--- src/rtl/free_list_pkg.sv ---
// Shared constants and types for the physical-register free list.
package free_list_pkg;

   localparam int FL_PHYS_REG_BITS = 6;
   localparam int FL_ARCH_REGS     = 32;

   typedef logic [FL_PHYS_REG_BITS-1:0] phys_reg_t;

   function automatic int fl_depth(input int phys_reg_bits, input int arch_regs);
      return (1 << phys_reg_bits) - arch_regs;
   endfunction

endpackage

--- src/rtl/free_list_if.sv ---
// Rename/commit-side handshake bundle of the free list.
interface free_list_if
   import free_list_pkg::*;
#(
   parameter int PHYS_REG_BITS = FL_PHYS_REG_BITS,
   parameter int ARCH_REGS     = FL_ARCH_REGS
);

   localparam int DEPTH = fl_depth(PHYS_REG_BITS, ARCH_REGS);
   localparam int CNT_W = $clog2(DEPTH) + 1;

   logic                     dequeue;
   logic [PHYS_REG_BITS-1:0] phys_reg;
   logic                     is_free_list_empty;
   logic                     enqueue;
   logic [PHYS_REG_BITS-1:0] enqueue_reg;
   logic                     flush;
   logic [CNT_W-1:0]         free_count;
   logic                     overflow_err;

   modport master (
      output dequeue, enqueue, enqueue_reg, flush,
      input  phys_reg, is_free_list_empty, free_count, overflow_err
   );

   modport slave (
      input  dequeue, enqueue, enqueue_reg, flush,
      output phys_reg, is_free_list_empty, free_count, overflow_err
   );

endinterface

--- src/rtl/free_list.sv ---
// Circular FIFO of free physical register indices with a retirement head
// copy so a flush restores every speculative allocation in one cycle.
module free_list
   import free_list_pkg::*;
#(
   parameter int PHYS_REG_BITS = FL_PHYS_REG_BITS,
   parameter int ARCH_REGS     = FL_ARCH_REGS
) (
   input  logic        clk,
   input  logic        rst,
   free_list_if.slave  fl
);

   localparam int DEPTH = fl_depth(PHYS_REG_BITS, ARCH_REGS);
   localparam int IDX_W = $clog2(DEPTH);
   localparam int PTR_W = IDX_W + 1;

   logic [PTR_W-1:0]         head_q, head_d;
   logic [PTR_W-1:0]         tail_q, tail_d;
   logic [PTR_W-1:0]         retire_head_q, retire_head_d;
   logic [PHYS_REG_BITS-1:0] mem_q [DEPTH];
   logic [PHYS_REG_BITS-1:0] mem_d [DEPTH];
   logic                     overflow_err_q, overflow_err_d;

   logic empty;
   logic full;
   logic enq_ok;
   logic deq_ok;

   always_comb begin
      empty  = (head_q == tail_q);
      full   = (head_q[PTR_W-1] != tail_q[PTR_W-1]) &&
               (head_q[IDX_W-1:0] == tail_q[IDX_W-1:0]);
      // x0 never maps to a physical register, so returning it is a no-op.
      enq_ok = fl.enqueue && (fl.enqueue_reg != '0) && !full;
      deq_ok = fl.dequeue && !empty && !fl.flush;

      mem_d          = mem_q;
      tail_d         = tail_q;
      retire_head_d  = retire_head_q;
      overflow_err_d = overflow_err_q;

      if (enq_ok) begin
         mem_d[tail_q[IDX_W-1:0]] = fl.enqueue_reg;
         tail_d                   = tail_q + PTR_W'(1);
         retire_head_d            = retire_head_q + PTR_W'(1);
      end
      if (fl.enqueue && (fl.enqueue_reg != '0) && full) begin
         overflow_err_d = 1'b1;
      end

      // Flush uses the post-enqueue retire head so a same-cycle commit counts.
      if (fl.flush) begin
         head_d = retire_head_d;
      end else if (deq_ok) begin
         head_d = head_q + PTR_W'(1);
      end else begin
         head_d = head_q;
      end
   end

   always_ff @(posedge clk or negedge rst) begin
      if (!rst) begin
         for (int i = 0; i < DEPTH; i++) begin
            mem_q[i] <= PHYS_REG_BITS'(ARCH_REGS + i);
         end
         head_q         <= '0;
         retire_head_q  <= '0;
         tail_q         <= PTR_W'(DEPTH);
         overflow_err_q <= 1'b0;
      end else begin
         mem_q          <= mem_d;
         head_q         <= head_d;
         retire_head_q  <= retire_head_d;
         tail_q         <= tail_d;
         overflow_err_q <= overflow_err_d;
      end
   end

   assign fl.phys_reg           = mem_q[head_q[IDX_W-1:0]];
   assign fl.is_free_list_empty = empty;
   assign fl.free_count         = tail_q - head_q;
   assign fl.overflow_err       = overflow_err_q;

endmodule

--- src/flat_wrapper.sv ---
// flat-port wrapper written by rule: the top's interface ports become plain ports
module free_list_flat import free_list_pkg::*;
#(
   parameter int PHYS_REG_BITS = FL_PHYS_REG_BITS,
   parameter int ARCH_REGS     = FL_ARCH_REGS
)
  (clk, rst, fl_dequeue, fl_enqueue, fl_enqueue_reg, fl_flush, fl_phys_reg, fl_is_free_list_empty, fl_free_count, fl_overflow_err);
  free_list_if #(.PHYS_REG_BITS(PHYS_REG_BITS), .ARCH_REGS(ARCH_REGS)) fl_i ();
  input  logic clk;
  input  logic rst;
  input wire logic [$bits(fl_i.dequeue)-1:0] fl_dequeue;
  input wire logic [$bits(fl_i.enqueue)-1:0] fl_enqueue;
  input wire logic [$bits(fl_i.enqueue_reg)-1:0] fl_enqueue_reg;
  input wire logic [$bits(fl_i.flush)-1:0] fl_flush;
  output wire logic [$bits(fl_i.phys_reg)-1:0] fl_phys_reg;
  output wire logic [$bits(fl_i.is_free_list_empty)-1:0] fl_is_free_list_empty;
  output wire logic [$bits(fl_i.free_count)-1:0] fl_free_count;
  output wire logic [$bits(fl_i.overflow_err)-1:0] fl_overflow_err;
  assign fl_i.dequeue = fl_dequeue;
  assign fl_i.enqueue = fl_enqueue;
  assign fl_i.enqueue_reg = fl_enqueue_reg;
  assign fl_i.flush = fl_flush;
  assign fl_phys_reg = fl_i.phys_reg;
  assign fl_is_free_list_empty = fl_i.is_free_list_empty;
  assign fl_free_count = fl_i.free_count;
  assign fl_overflow_err = fl_i.overflow_err;
  free_list #(.PHYS_REG_BITS(PHYS_REG_BITS), .ARCH_REGS(ARCH_REGS)) u_core (.clk(clk), .rst(rst), .fl(fl_i));
endmodule
--- config.mk ---
export PLATFORM = sky130hd
export DESIGN_NAME = free_list_flat
export DESIGN_NICKNAME = d
export VERILOG_FILES = /design/src/rtl/free_list_pkg.sv /design/src/rtl/free_list_if.sv /design/src/rtl/free_list.sv /design/src/flat_wrapper.sv
export SDC_FILE = /design/constraint.sdc
export NUM_CORES = 1
export LEC_CHECK = 0
export CAP_MARGIN = 30
export CORE_ASPECT_RATIO = 0.6
export CORE_UTILIZATION = 40
export DETAILED_ROUTE_END_ITERATION = 7
export GPL_TIMING_DRIVEN = 0
export PLACE_DENSITY = 0.54
export SLEW_MARGIN = 30
export SYNTH_ARGS = -nofsm -noshare
export SYNTH_HDL_FRONTEND = slang
export SYNTH_SLANG_ARGS = --single-unit
--- constraint.sdc ---
create_clock -name clk -period 7 [get_ports clk]
set_clock_uncertainty 0.05 [all_clocks]
set_input_delay 1.05 -clock clk [delete_from_list [all_inputs] [get_ports clk]]
set_output_delay 1.05 -clock clk [all_outputs]
set_load 0.05 [all_outputs]
Yosys cells after proc, flatten, opt, wreduce, memory -nomap -nowiden:

Cells that the tools add are included.

* register bits: 211
* output and inout port bits: 14

* equal/unequal tests: 3
* bitwise logic cells: 2
* muxes and demuxes: 9
* add/subtract/negate cells: 4
* order comparisons: 3
* reductions and logical operators: 12

Operators with widths (count)
* 192-bit bitwise mux: 1
* 6-bit two-way mux: 6
* 6-bit binary-select mux with 5-bit select: 1
* 6-bit demux with 5-bit select: 1
* 6-bit by 1-bit adder with 6-bit output (second input constant): 3
* 6-bit >= comparator (second input constant): 2
* 5-bit inverter with 6-bit output: 2
* 1-bit logical AND: 7
* 6-bit equality test: 1
* 6-bit by 1-bit less-than comparator with 1-bit output (second input constant): 1
* 6-bit nonzero test: 1
* 6-bit subtractor: 1
* 5-bit equality test: 1
* 1-bit logical NOT: 3
* 2-bit nonzero test: 1
* 1-bit != test: 1

Logic depth before layout (Yosys ltp):

Gate-level depths: netlist (run 1).

* depth after elaboration: 6
* mapped depth: 13

Least setup slack after synthesis (run 1):

Ideal clock, no wire load.

* kind: register -> output
* start point: reg u_core.head_q[1]
* end point: out fl_free_count[5]
* stages on the path, launching flop included: 10
* arrival time: 2902 ps
* required time: 5900 ps
* slack: 2998 ps
* cells stage by stage: dfrtp_1 -> clkbuf_1 -> clkbuf_1 -> buf_1 -> inv_1 -> ha_1 -> nor2b_1 -> o21a_1 -> o21a_1 -> o211ai_1

* cells in the longest elaborated chain, start to end: 1

RTL lines
* start: declaration: RTL line free_list.sv:18 `logic [PTR_W-1:0] head_q, head_d;`
* start signal: assignment: RTL line free_list.sv:67 `head_q <= '0;`
* start signal: assignment: RTL line free_list.sv:73 `head_q <= head_d;`
* 6-bit subtractor: RTL line free_list.sv:82 `assign fl.free_count = tail_q - head_q;`
* end: declaration: RTL line flat_wrapper.sv:17 `output wire logic [$bits(fl_i.free_count)-1:0] fl_free_count;`

Every way passes these cells.

Final worst setup path (run 1):

* start point: reg u_core.head_q[1]
* end point: out fl_phys_reg[3]

* cells in the longest elaborated chain, start to end: 4

RTL lines
* 5-bit inverter with 6-bit output (not written as such): RTL line free_list.sv:80 `assign fl.phys_reg = mem_q[head_q[IDX_W-1:0]];`
* 6-bit binary-select mux with 5-bit select: RTL line free_list.sv:80
* 6-bit two-way mux (not written as such) (2 in a row): RTL line free_list.sv:80
* end: declaration: RTL line flat_wrapper.sv:15 `output wire logic [$bits(fl_i.phys_reg)-1:0] fl_phys_reg;`

Every way passes these cells. The select of a mux whose other input is x is not followed.

==> results of run 1 <==
==> cells in the final DEF (no fill, tap or decap), types with 6 or more instances in the layout <==
cell	n
o221ai_1	11
clkbuf_16	24
o211ai_1	6
buf_6	30
mux2i_1	23
nand2_1	18
a21oi_1	15
clkbuf_8	6
mux2_4	150
mux2_1	42
nor2_1	6
nand3_1	7
clkdlybuf4s50_1	22
mux4_2	37
dfstp_2	113
ha_1	11
or4_4	25
a211oi_1	7
a22oi_1	8
buf_2	9
dfrtp_1	98
inv_1	11
xor2_1	6
or4_1	9
clkbuf_1	50
xnor2_1	11
==> routing by layer <==
layer | up-vias | global-route usage (%) | part of all wire [%]
met3 | 41 | 4.667 | 5.6
li1 | 2914 | - | -
met5 | - | 0 | 0
met2 | 194 | 30.21 | 40
met1 | 3651 | 36.07 | 53
met4 | 0 | 4.061 | 1.8
==> path summary, 6_finish.rpt <==
path,endpoint,cells past startpoint,from
max in group asynchronous,u_core.mem_q[95]$_DFFE_PN1P_,3,rst
min in group clk,u_core.fl.overflow_err$_DFFE_PN0P_,1,u_core.fl.overflow_err$_DFFE_PN0P_
max reg2reg,u_core.mem_q[51]$_DFFE_PN0P_,12,u_core.head_q[1]$_DFFE_PN0P_
min,u_core.mem_q[19]$_DFFE_PN0P_,1,rst
min reg2reg,u_core.fl.overflow_err$_DFFE_PN0P_,1,u_core.fl.overflow_err$_DFFE_PN0P_
max,fl_phys_reg[3],8,u_core.head_q[1]$_DFFE_PN0P_
==> cells by family after synthesis <==
kind of cell | count (synthesis)
muxes | 253
DFF | 211
and+or+nand+nor | 98
buffers and inverters | 97
AOI/OAI and AO/OA | 71
xor gates and xnor gates | 17
adders and majority gates | 12
==> worst reg2reg max path: cells and delay by family, from the launching register on <==
family	cells	cell delay (ns)
fa+ha+maj	1	0.30
buf+inv	7	2.24
flops	1	0.43
mux	1	0.38
simple gates	3	0.90
==> report_power, final <==
part | switching [mW] | total, mW | internal [mW]
registers | 0.323 | 2.24 | 1.92
clock network | 0.508 | 1.23 | 0.726
logic | 1.56 | 2.98 | 1.42
==> stage by stage <==
step / hold WS, ns / setup TNS, ns / power [mW] / std cells / setup WS [ns]
after floorplan: 0.4087 / 0 / 4.289 / 759 / 2.998
after global placement: 0.3963 / -415.60 / 5.123 / 1149 / -3.350
after detailed placement: 0.3984 / 0 / 5.205 / 1152 / 1.581
after CTS: 0.3457 / 0 / 6.468 / 1192 / 0.9910
after global routing: 0.3627 / 0 / 6.766 / 1192 / 1.109
final: 0.3467 / 0 / 6.455 / 1192 / 1.272
==> area by class of cell <==
cell class              instances  area (µm²)  area share, %
inverters                      11       41.29         0.3206
plain buffers                  86       564.3          4.382
flip-flops and latches        211        5421          42.10
well taps                     367       459.2          3.566
clock inverters                 4       47.55         0.3692
multi-input cells             451        5341          41.47
clock buffers                  36       705.7          5.479
repair buffers                 26       297.8          2.312
==> cell usage after synthesis, types with 2 or more instances <==
cell / count / share of area (%)
mux2_4: 150 / 20
dfstp_2: 113 / 26
dfrtp_1: 98 / 22
clkbuf_1: 44 / 1.5
mux2_1: 42 / 4.2
mux4_2: 37 / 7.3
buf_6: 30 / 3.0
or4_4: 25 / 2.5
mux2i_1: 23 / 2.0
nand2_1: 18 / 0.59
a21oi_1: 15 / 0.66
ha_1: 11 / 1.2
inv_1: 11 / 0.36
o221ai_1: 11 / 0.85
xnor2_1: 11 / 0.85
buf_2: 9 / 0.40
or4_1: 9 / 0.59
a22oi_1: 8 / 0.53
a211oi_1: 7 / 0.46
nand3_1: 7 / 0.31
nor2_1: 6 / 0.20
o211ai_1: 6 / 0.40
xor2_1: 6 / 0.46
a22o_1: 5 / 0.39
nand4_1: 5 / 0.28
a31oi_1: 4 / 0.22
nor3_1: 4 / 0.18
and3_1: 3 / 0.17
nand3b_1: 3 / 0.20
nor2b_1: 3 / 0.17
nor4b_1: 3 / 0.23
o311ai_0: 3 / 0.23
a21o_1: 2 / 0.13
buf_1: 2 / 0.066
nand4b_1: 2 / 0.15
o21a_1: 2 / 0.13
or3_1: 2 / 0.11
==> registers in the layout, summed over array words and instances, names as in the netlist <==
signal / flops
u_core.tail_q: 6
u_core.head_q: 6
u_core.retire_head_q: 6
u_core.fl.overflow_err: 1
u_core.mem_q: 192
==> qor.yml, run 1 <==
detailed_routing:
  vias: 6800
  wl_per_cell_um: 26.36
  via_per_inst: 5.705
  drt_iter0_drc: 531
  drtAntennaViolNets: 0
  routed_wl_um: 31420
  drc: 0
  first_pass_iters: 6
global_route:
  grt_use_total_pct: 22.30
  grt_pass1_vias: 7138
  gr-total-overflow: 0
  grt_pass1_wl_um: 47690
  antenna_found_initial: 1
  grt_max_degree: 93
critical_path:
  cp.buffers_inverters: 4
  r2r_slack_ns: 2.57
  cp-start-kind: "flip-flop"
  crit_slowest_cell: "clkdlybuf4s50_1"
  cp-end-kind: "output pin"
  path_delay_family: "buffers and inverters"
  critPathRequiredTime_ns: 5.90
  crit_top_cell: "clkbuf_1"
  path_cells: "clkbuf_1 > clkbuf_1 > nand3b_1 > clkbuf_1 > o221ai_1 > a21oi_1 > a21oi_1 > clkdlybuf4s50_1"
  crit_fanout: 10
  cp.arrival_ns: 4.63
  slowest_delay_ns: 0.74
  critical_path_class: "reg2out"
placement:
  placed_area_um2: 12120
  gp_congestion: 0.8603
  hpwl_um: 22180
  port_buffers: 23
worst_hold_path:
  hold_class: "in2async"
synth:
  synth_top_family_by_area: "multiplexers"
  synth_ff_type: "dfstp_2"
  synth-xor-area-share_pct: 1.310
  netlist_instances: 759
  synth-seq-area-share_pct: 47.69
  synthSimpleGateAreaFrac_pct: 6.274
  syn-num-nets: 782
  synth_edf_count: 0
  ys_warn_count: 0
  synth_adder_area_share_pct: 1.387
  synth_compound_area_share_pct: 4.590
  postSynthAreaPerCell_um2: 14.98
  synth-seq-cells: 211
  netlist-cell-type-count: 56
  synth_mux_area_share_pct: 33.43
  syn_area_um2: 11370
  async_flop_share_pct: 100.0
clock_tree:
  cts_setup_buffers: 0
  postCtsHoldBufs: 0
  cts_made_buffers: 22
  cts.path.max_buffers: 3
  insertion_delay_ns: 0.52
  cts.clk_slew.worst_paths_ns: 0.06
  cts_resized: 0
  cts_num_sinks: 211
  htree_levels: 1
  cts_tree: "done"
  cts-root-buf: "clkbuf_16"
timing:
  clock.fmax_mhz: 174.6
  slew_viol_final: 0
  relSlewSlack_pct: 33.53
  period_share_pct: 81.83
  worstMarginPinSlew_ns: 0.9971
  min_period_ns: 5.728
  final_hold_viol_count: 0
  setup_violations: 0
  grt_setup_unrepaired: "false"
die:
  num_io_pins: 25
  die_h_um: 132.6
  design.core.area_um2: 27760
  die_w_um: 219.6
  row_count: 47
  die-area_um2: 29120
  initial_core_util_pct: 40.95
flow_run:
  maxCapViolCount: 0
run_status:
  outcome: "finished, final reports clean"
cells_and_area:
  fill_cells: 2426
  diodes: 0
  layout.nets: 832
  areaGrowthSynthToFinish_pct: 13.30
  utilization_pct: 46.40
  final_area_um2: 12880
  drive_gt1_share_pct: 49.82
power_and_ir_drop:
  power.density_nw_per_um2: 501.2
  ir_drop_v: 0.0003145
  p_leak_nw: 5.777
Note: power is estimated with default switching activity, not from simulation.
==> run 2: changes to the inputs <==
Clock period 7 ns to 5.52 ns, I/O delays scaled along.
==> run 2 against run 1 <==
Compared with the run above: clock power grew 28%; register-to-register slack lost 1.3 ns; sequential cell count is the same; first-iteration DRC count grew 1.5%; total power grew 27%; utilization is essentially flat; worst hold slack lost 0.22 ns; via count is essentially flat; cell count is the same; global-route usage is the same; setup slack lost 1.1 ns; combinational power grew 27%; critical path type unchanged; highest routed layer unchanged.
==> qor.yml, run 2 (synthesis results as in run 1) <==
timing:
  setup_ws_ns: 0.1829  # -1.089 ns
  setup_violations: 0  # unchanged
  worstMarginPinSlew_ns: 0.9887  # -0.008425 ns
  slew_viol_final: 0  # unchanged
  min_period_ns: 5.337
  fin_setup_tns_ns: 0  # unchanged
  clock.fmax_mhz: 187.4
  final_hold_viol_count: 0  # unchanged
  relSlewSlack_pct: 34.09  # +0.56 points
  period_share_pct: 96.69
  grt_setup_unrepaired: "false"
placement:
  place_ws_ns: 0.3228  # -1.258 ns
  hpwl_um: 22180  # unchanged
  port_buffers: 23  # unchanged
  gp_congestion: 0.8603  # unchanged
critical_path:
  r2r_slack_ns: 1.30  # -1.27 ns
  path_delay_family: "buffers and inverters"
  critPathRequiredTime_ns: 4.64  # -1.26 ns
  crit_fanout: 10  # unchanged
  reg2reg_to: "u_core.mem_q[51]$_DFFE_PN0P_"
  crit_slowest_cell: "clkdlybuf4s50_1"
  critPathCapture: "fl_phys_reg[0]"
  path_cells: "buf_2 > buf_2 > buf_2 > clkbuf_4 > mux2i_1 > o221ai_1 > a21oi_1 > a21oi_1 > clkdlybuf4s50_1"
  crit_path_start: "u_core.head_q[0]$_DFFE_PN0P_"
  cp.buffers_inverters: 5  # +1
  crit_top_cell: "buf_2"
  cp.arrival_ns: 4.46  # -0.17 ns
  slowest_delay_ns: 0.86  # +0.12 ns
  cp-start-kind: "flip-flop"
  reg2reg_depth: 12  # unchanged
  reg2reg_from: "u_core.head_q[1]$_DFFE_PN0P_"
  cp-end-kind: "output pin"
  cp_num_cells: 9  # +1
  critical_path_class: "reg2out"
die:
  initial_core_util_pct: 40.95  # unchanged
  die_h_um: 132.6  # unchanged
  die-area_um2: 29120  # unchanged
  num_io_pins: 25  # unchanged
  row_count: 47  # unchanged
  die_w_um: 219.6  # unchanged
  design.core.area_um2: 27760  # unchanged
clock_tree:
  htree_levels: 1  # unchanged
  cts_setup_buffers: 0  # unchanged
  cts_tree: "done"
  cts.clk_slew.worst_paths_ns: 0.06  # about the same
  cts.path.max_buffers: 3  # unchanged
  cts-root-buf: "clkbuf_16"
  cts_made_buffers: 22  # unchanged
  cts_num_sinks: 211  # unchanged
  insertion_delay_ns: 0.52  # about the same
cells_and_area:
  diodes: 0  # unchanged
  drive_gt1_share_pct: 49.94  # +0.12 points
  areaGrowthSynthToFinish_pct: 13.41  # about the same
  final_common_cell: "mux2_4"
  largest_register_ffs: 192  # unchanged
  mostFrequentLayoutCells: "150 x mux2_4, 113 x dfstp_2, 98 x dfrtp_1, 49 x clkbuf_1, 42 x mux2_1"
  layout.nets: 832  # unchanged
  largest-register: "u_core.mem_q"
power_and_ir_drop:
  p_total_mw: 8.189  # +27%
  p_leak_nw: 5.793  # +0.28%
  power.density_nw_per_um2: 635.2  # +27%
  ir_drop_v: 0.0003988  # +27%
global_route:
  gr-total-overflow: 0  # unchanged
  antenna_found_initial: 1  # unchanged
  grt_pass1_vias: 7138  # unchanged
  grt_max_degree: 93  # unchanged
  grt_pass1_wl_um: 47690  # unchanged
  grt_use_total_pct: 22.30  # unchanged
detailed_routing:
  via_per_inst: 5.701  # about the same
  routed_wl_um: 31440  # about the same
  first_pass_iters: 6  # unchanged
  vias: 6796  # -0.059%
  drc: 0  # unchanged
  drt_iter0_drc: 539  # +1.5%
  wl_per_cell_um: 26.38  # about the same
  drtAntennaViolNets: 0  # unchanged
flow_run:
  maxCapViolCount: 0  # unchanged
worst_hold_path:
  hold_class: "in2async"
run_status:
  outcome: "finished, final reports clean"
## run 2: cell types whose count changed in the layout (fill, tap and decap cells not counted), sizes merged
cell,delta
clkdlybuf4s15,+1
dlymetal6s2s,+1
buf,-1
clkdlybuf4s50,-1
## run 2: routing by layer
layer | wire length (µm) | global-route usage (%) | vias up
met4 | 573 | 4.061 | 0
li1 | - | - | 2917
met5 | 0 | 0 | -
met2 | 12570 | 30.21 | 201
met1 | 16440 | 36.07 | 3637
met3 | 1859 | 4.667 | 41
## run 2: final cells by class
| type | instances | area (µm²) |
|---|---|---|
| buffer | 86 | 574.3 |
| clock buffer | 36 | 705.7 |
| sequential | 211 | 5421 |
| clock inverter | 4 | 47.55 |
| inverter | 11 | 41.29 |
| multi-input combinational | 451 | 5341 |
| timing repair buffer | 26 | 300.3 |
| tap | 367 | 459.2 |
| fill | 2423 | 14870 |
## run 2: stage by stage
step	hold slack (ns)	area, µm²	std cells	util, %
after floorplan	0.4087	11370	759	-
after global placement	0.3963	12060	1149	43.44
after detailed placement	0.3984	12120	1152	43.68
after CTS	0.1237	12880	1192	46.42
after global routing	0.1407	12890	1192	46.44
final	0.1251	12890	1192	46.44
## run 2: how the worst min path moves through the flow
| stage | start | endpoint | slack, ns | depth (start not counted) |
|---|---|---|---|---|
| finish | rst | u_core.mem_q[19]$_DFFE_PN0P_ | 0.13 | 1 |
| global route | rst | u_core.mem_q[6]$_DFFE_PN0P_ | 0.14 | 1 |
| CTS | rst | u_core.mem_q[13]$_DFFE_PN0P_ | 0.12 | 1 |
| detailed placement | u_core.fl.overflow_err$_DFFE_PN0P_ | u_core.fl.overflow_err$_DFFE_PN0P_ | 0.40 | 1 |
| global placement | u_core.fl.overflow_err$_DFFE_PN0P_ | u_core.fl.overflow_err$_DFFE_PN0P_ | 0.40 | 1 |
| floorplan | u_core.mem_q[30]$_DFFE_PN0P_ | u_core.mem_q[30]$_DFFE_PN0P_ | 0.41 | 1 |
## run 2: repair_timing
item	CTS	global route
hold buffers	0	0
resized for setup	2	4
hold endpoints to repair	0	0
cloned	0	0
endpoints found under the setup margin	3	7
## run 2: where the power goes
part	internal [mW]	switching, mW	total, mW
clock network	0.920	0.645	1.57
logic	1.80	1.98	3.78
registers	2.43	0.410	2.84
total	5.16	3.03	8.19
==> run 3: changes to the inputs <==
Settings changed: TNS_END_PERCENT set to 20.
==> results of run 3 <==
The final DEF is identical to that of run 2; final timing and power are the same.
